`config.mk`:
```
export PLATFORM = sky130hd
export DESIGN_NAME = ws2812_tx
export DESIGN_NICKNAME = d
export VERILOG_FILES = /design/src/rtl/ws2812_tx.sv
export SDC_FILE = /design/constraint.sdc
export NUM_CORES = 1
export LEC_CHECK = 0
export CELL_PAD_IN_SITES_DETAIL_PLACEMENT = 2
export CELL_PAD_IN_SITES_GLOBAL_PLACEMENT = 2
export CORE_MARGIN = 4
export CORE_UTILIZATION = 40
export DETAILED_ROUTE_END_ITERATION = 7
export GPL_ROUTABILITY_DRIVEN = 0
export PLACE_DENSITY = 0.78
export SKIP_CTS_REPAIR_TIMING = 1
export SLEW_MARGIN = 20
export SYNTH_ARGS = -nofsm -noshare
export SYNTH_HDL_FRONTEND = slang
export SYNTH_SLANG_ARGS = --single-unit
```
`constraint.sdc`:
```
create_clock -name i_clk -period 6.6 [get_ports i_clk]
set_clock_uncertainty 0.1 [all_clocks]
set_input_delay 1.32 -clock i_clk [delete_from_list [all_inputs] [get_ports i_clk]]
set_output_delay 1.32 -clock i_clk [all_outputs]
set_load 0.1 [all_outputs]
```
`src/rtl/ws2812_tx.sv`:
```
// ws2812_tx: one-wire pulse-width-coded transmitter for WS2812-style LEDs.
// Handshake: a word (i_data, i_last) is transferred on every rising edge where
// i_valid and o_ready are both 1. i_valid may be held across edges. o_ready is
// simply "holding buffer empty"; it never depends on i_valid.
// The accepted word waits in a one-entry buffer until the shifter is free.
// Each bit is one BIT_CYC period: high for T0H_CYC (bit 0) or T1H_CYC
// (bit 1) cycles, then low for the rest. A frame ends with a RESET_CYC low gap.
module ws2812_tx #(
  parameter int T0H_CYC   = 20,
  parameter int T1H_CYC   = 40,
  parameter int BIT_CYC   = 63,
  parameter int RESET_CYC = 3000
) (
  input  logic        i_clk,
  input  logic        i_rst,
  input  logic [23:0] i_data,
  input  logic        i_last,
  input  logic        i_valid,
  output logic        o_ready,
  output logic        o_serial,
  output logic        o_busy,
  output logic        o_underrun
);

  // Timing parameters that cannot produce a valid waveform stop elaboration.
  if (!(T0H_CYC > 0 && T0H_CYC < T1H_CYC && T1H_CYC < BIT_CYC && RESET_CYC >= 1)) begin : g_param_check
    $error("ws2812_tx: need 0 < T0H_CYC < T1H_CYC < BIT_CYC and RESET_CYC >= 1");
  end

  // Counter widths: each counter only ever reaches its terminal value.
  localparam int CYC_W = $clog2(BIT_CYC);
  localparam int BIT_W = $clog2(24);
  localparam int LAT_W = (RESET_CYC > 1) ? $clog2(RESET_CYC) : 1;

  localparam logic [CYC_W-1:0] CYC_LAST = CYC_W'(BIT_CYC - 1);
  localparam logic [CYC_W-1:0] T0H_VAL  = CYC_W'(T0H_CYC);
  localparam logic [CYC_W-1:0] T1H_VAL  = CYC_W'(T1H_CYC);
  localparam logic [BIT_W-1:0] BIT_LAST = BIT_W'(23);
  localparam logic [LAT_W-1:0] LAT_LAST = LAT_W'(RESET_CYC - 1);

  // FSM encoding
  localparam logic [1:0] S_IDLE  = 2'd0;
  localparam logic [1:0] S_SEND  = 2'd1;
  localparam logic [1:0] S_LATCH = 2'd2;

  logic [1:0]       state_q,    state_d;
  logic             buf_full_q, buf_full_d;
  logic [23:0]      buf_data_q, buf_data_d;
  logic             buf_last_q, buf_last_d;
  logic [23:0]      shift_q,    shift_d;
  logic             cur_last_q, cur_last_d;
  logic [CYC_W-1:0] cyc_q,      cyc_d;
  logic [BIT_W-1:0] bit_q,      bit_d;
  logic [LAT_W-1:0] lat_q,      lat_d;
  logic             serial_q,   serial_d;
  logic             underrun_q, underrun_d;
  logic             load_buf;

  // The buffer only loads when empty, and the shifter only takes from it when
  // full, so a load and an unload can never share an edge.
  assign load_buf = i_valid && !buf_full_q;

  // Next-state logic for the buffer, shifter, counters and output line.
  always_comb begin
    state_d    = state_q;
    buf_full_d = buf_full_q;
    buf_data_d = buf_data_q;
    buf_last_d = buf_last_q;
    shift_d    = shift_q;
    cur_last_d = cur_last_q;
    cyc_d      = cyc_q;
    bit_d      = bit_q;
    lat_d      = lat_q;
    serial_d   = 1'b0;
    underrun_d = 1'b0;

    if (load_buf) begin
      buf_full_d = 1'b1;
      buf_data_d = i_data;
      buf_last_d = i_last;
    end

    case (state_q)
      S_IDLE: begin
        if (buf_full_q) begin
          shift_d    = buf_data_q;
          cur_last_d = buf_last_q;
          buf_full_d = 1'b0;
          cyc_d      = '0;
          bit_d      = '0;
          state_d    = S_SEND;
        end
      end

      S_SEND: begin
        // o_serial is registered, so the line lags the counter by one cycle
        // and every bit period on the wire is still exactly BIT_CYC long.
        serial_d = shift_q[23] ? (cyc_q < T1H_VAL) : (cyc_q < T0H_VAL);
        if (cyc_q == CYC_LAST) begin
          cyc_d = '0;
          if (bit_q != BIT_LAST) begin
            bit_d   = bit_q + BIT_W'(1);
            shift_d = {shift_q[22:0], 1'b0};
          end else if (cur_last_q) begin
            state_d = S_LATCH;
            lat_d   = '0;
            bit_d   = '0;
            shift_d = '0;
          end else if (buf_full_q) begin
            // Seamless chaining: next word's first bit starts next cycle.
            shift_d    = buf_data_q;
            cur_last_d = buf_last_q;
            buf_full_d = 1'b0;
            bit_d      = '0;
          end else begin
            state_d    = S_IDLE;
            underrun_d = 1'b1;
            bit_d      = '0;
            shift_d    = '0;
          end
        end else begin
          cyc_d = cyc_q + CYC_W'(1);
        end
      end

      S_LATCH: begin
        // Line stays low; a word buffered meanwhile waits for IDLE.
        if (lat_q == LAT_LAST) begin
          lat_d   = '0;
          state_d = S_IDLE;
        end else begin
          lat_d = lat_q + LAT_W'(1);
        end
      end

      default: begin
        state_d = S_IDLE;
      end
    endcase
  end

  // State registers with asynchronous reset that aborts any frame in flight.
  always_ff @(posedge i_clk or posedge i_rst) begin
    if (i_rst) begin
      state_q    <= S_IDLE;
      buf_full_q <= 1'b0;
      buf_data_q <= '0;
      buf_last_q <= 1'b0;
      shift_q    <= '0;
      cur_last_q <= 1'b0;
      cyc_q      <= '0;
      bit_q      <= '0;
      lat_q      <= '0;
      serial_q   <= 1'b0;
      underrun_q <= 1'b0;
    end else begin
      state_q    <= state_d;
      buf_full_q <= buf_full_d;
      buf_data_q <= buf_data_d;
      buf_last_q <= buf_last_d;
      shift_q    <= shift_d;
      cur_last_q <= cur_last_d;
      cyc_q      <= cyc_d;
      bit_q      <= bit_d;
      lat_q      <= lat_d;
      serial_q   <= serial_d;
      underrun_q <= underrun_d;
    end
  end

  assign o_ready    = !buf_full_q;
  assign o_busy     = (state_q != S_IDLE) || buf_full_q;
  assign o_serial   = serial_q;
  assign o_underrun = underrun_q;

endmodule

```
==> impl_metrics.yaml <==
power:
  leakage_nw: 1.85
  irDropWorstVdd_v: 0.000152
  p_per_area_mw_per_mm2: 339
clock_tree:
  clkTransAtPathRegs_ps: 90
  insertion_delay_ps: 350
  cts_root_buffer: "clkbuf_8"
  numCtsBuffers: 9
  cts_htree_levels: 3
  cts_sinks: 78
  cts_buffer_depth: 2
  cts_tree: "yes"
floorplan:
  dieArea_sq_mm: 0.0105
  core_area_sq_mm: 0.00872
  die_width_um: 103
  die_h_um: 103
  rows: 34
  io_pins: 32
  start_util_pct: 41.0
synth:
  synth-main-ff-cell: "dfrtp_1"
  synth-edff-count: 0
  syn-num-nets: 344
  syn-mean-instance-area_sq_um: 11.5
  ys_ff_latch: 78
  yosys_warnings: 0
  async_flop_share_pct: 100
  postSynthCellCount: 312
  synth_seq_area_share_pct: 54.5
  ys_types: 49
  syn_area_sq_mm: 0.00358
sta:
  report.final.slew_viol_count: 0
  relSlewSlack_pct: 35.5
  final.min_clock_period_ps: 3730
  setup_viol_count_final: 0
  finalSetupTns_ps: 0
  period_share_pct: 56.4
  worst_slew_pin_slew_ps: 964
  maxClockFrequency_mhz: 268
  hold_slack_ps: 400
  hold_viol_final: 0
  rsz0062_at_grt: "no"
job:
  maxCapViolations: 0
critical_path:
  path_cells: "or3_1 -> clkdlybuf4s50_1"
  worstSetupEndpointType: "primary output"
  cp_slowest_cell: "clkdlybuf4s50_1"
  cp_max_fo: 13
  critPathTopFamily: "buffers and inverters"
  crit_buf_inv: 1
  critical_path_class: "register to primary output"
  critPathLaunchType: "register"
  cp.required_ps: 5180
  max_stage_delay_ps: 970
  crit_arrival_ps: 2310
place:
  portBuffers: 31
  hpwl_um: 5840
final_layout:
  fin_nets: 372
  antenna_cells: 0
  layout_commonest_cell: "dfrtp_1"
  fillers: 873
  synthToLayoutAreaGrowth_pct: 17.5
  drive_gt1_share_pct: 18.3
  multi_input_area_sq_mm: 0.00153
  seq_area_sq_mm: 0.00195
  final_cell_mix: "78 x dfrtp_1, 31 x clkdlybuf4s50_1, 30 x nor2_1, 25 x mux2_2, 18 x and3_1"
routing:
  drt-initial-drc-count: 79
  first_pass_iters: 4
  viasPerCell: 5.90
  final_antenna_net_count: 0
  drc: 0
  wire_per_inst_um: 19.7
  wirelength_um: 8910
  vias: 2671
outcome:
  status: "finished clean"
grt:
  grt_max_degree: 79
  grt_first_pass_wirelength_um: 14800
  gr-total-overflow: 0
  antenna_found_initial: 0
  track_usage_pct: 18.1
  grt_pass1_vias: 2841
min_path:
  hp-class: "register to register"
[final timing paths]
kind	slack (ps)	cells past startpoint	end	startpoint
min in group asynchronous	1340	3	lat_q[7]$_DFFE_PP0P_	i_rst
min reg2reg	400	1	bit_q[4]$_DFFE_PP0P_	bit_q[4]$_DFFE_PP0P_
max in group asynchronous	4510	3	lat_q[0]$_DFFE_PP0P_	i_rst
max reg2reg	3820	4	shift_q[15]$_DFFE_PP0P_	state_q[0]$_DFFE_PP0P_
max	2870	2	o_busy	state_q[0]$_DFFE_PP0P_
min	400	1	bit_q[4]$_DFFE_PP0P_	bit_q[4]$_DFFE_PP0P_
[metal layers]
| metal | GRT usage, % | part of all wire (%) | vias to the layer above | routed length (um) |
|---|---|---|---|---|
| met4 | 5.45 | 1.3 | 0 | 117 |
| met5 | 0 | 0 | - | 0 |
| met1 | 24.3 | 46 | 1406 | 4110 |
| met2 | 30.0 | 50 | 29 | 4500 |
| li1 | - | - | 1225 | - |
| met3 | 2.98 | 2.1 | 11 | 185 |
[cells by family after synthesis]
kind of cell | Yosys count | synth area share [%]
multiplexers | 27 | 8.42
AO/OA/AOI/OAI | 65 | 15.6
XOR/XNOR | 4 | 0.979
flip-flops | 78 | 54.5
adder cells (fa/ha/maj) | 4 | 1.40
buffers and inverters | 26 | 3.15
AND/OR/NAND/NOR | 108 | 15.9
[flip-flops by register name, summed over array words and instances, names as in the netlist, 2 cells and up]
register,flops
lat_q,12
state_q,2
cyc_q,6
buf_data_q,24
shift_q,24
bit_q,5
[worst register-to-register path, cell delays in order (launching register included)]
cell      delay, ps
dfrtp_1         620
nor2b_1         720
and2_1          840
a221oi_1        250
nor2_1          170
[synthesized netlist by cell type, types with 5 or more instances]
master	count	area, sq um
a221o_1	7	70.1
mux2_2	25	282
nor4_1	5	31.3
inv_1	9	33.8
a221oi_1	10	87.6
o21ai_0	9	45.0
buf_2	6	30.0
dfrtp_1	78	1950
nand3_1	10	50.1
nor2_1	30	113
a221o_2	8	90.1
clkbuf_1	7	26.3
and3_1	18	113
nand2_1	16	60.1
a211o_1	6	52.6
[power breakdown]
part,internal (mW),switching [mW]
sequential,0.620,0.108
clock,0.214,0.189
combinational,0.153,0.140
total,0.988,0.437
[area by class of cell]
class / count / share of cell area [%]
Timing Repair Buffer: 34 / 8.00
Sequential cell: 78 / 46.4
Tap cell: 108 / 3.21
Clock inverter: 7 / 2.32
Clock buffer: 9 / 2.95
Inverter: 9 / 0.833
Multi-Input combinational cell: 208 / 36.3
[metrics by stage]
| step | util (%) | power, mW | cell area [sq um] | instances | worst slack [ps] |
|---|---|---|---|---|---|
| 2_1_floorplan | - | 0.926 | 3580 | 312 | 3180 |
| 3_3_place_gp | 45.6 | 1.00 | 3980 | 437 | 3280 |
| 3_5_place_dp | 45.6 | 1.03 | 3980 | 437 | 3200 |
| 4_1_cts | 48.2 | 1.44 | 4200 | 453 | 2860 |
| 5_1_grt | 48.2 | 1.52 | 4210 | 453 | 2800 |
| 6_report | 48.2 | 1.42 | 4210 | 453 | 2870 |
Power figures use the tool's default switching activity.
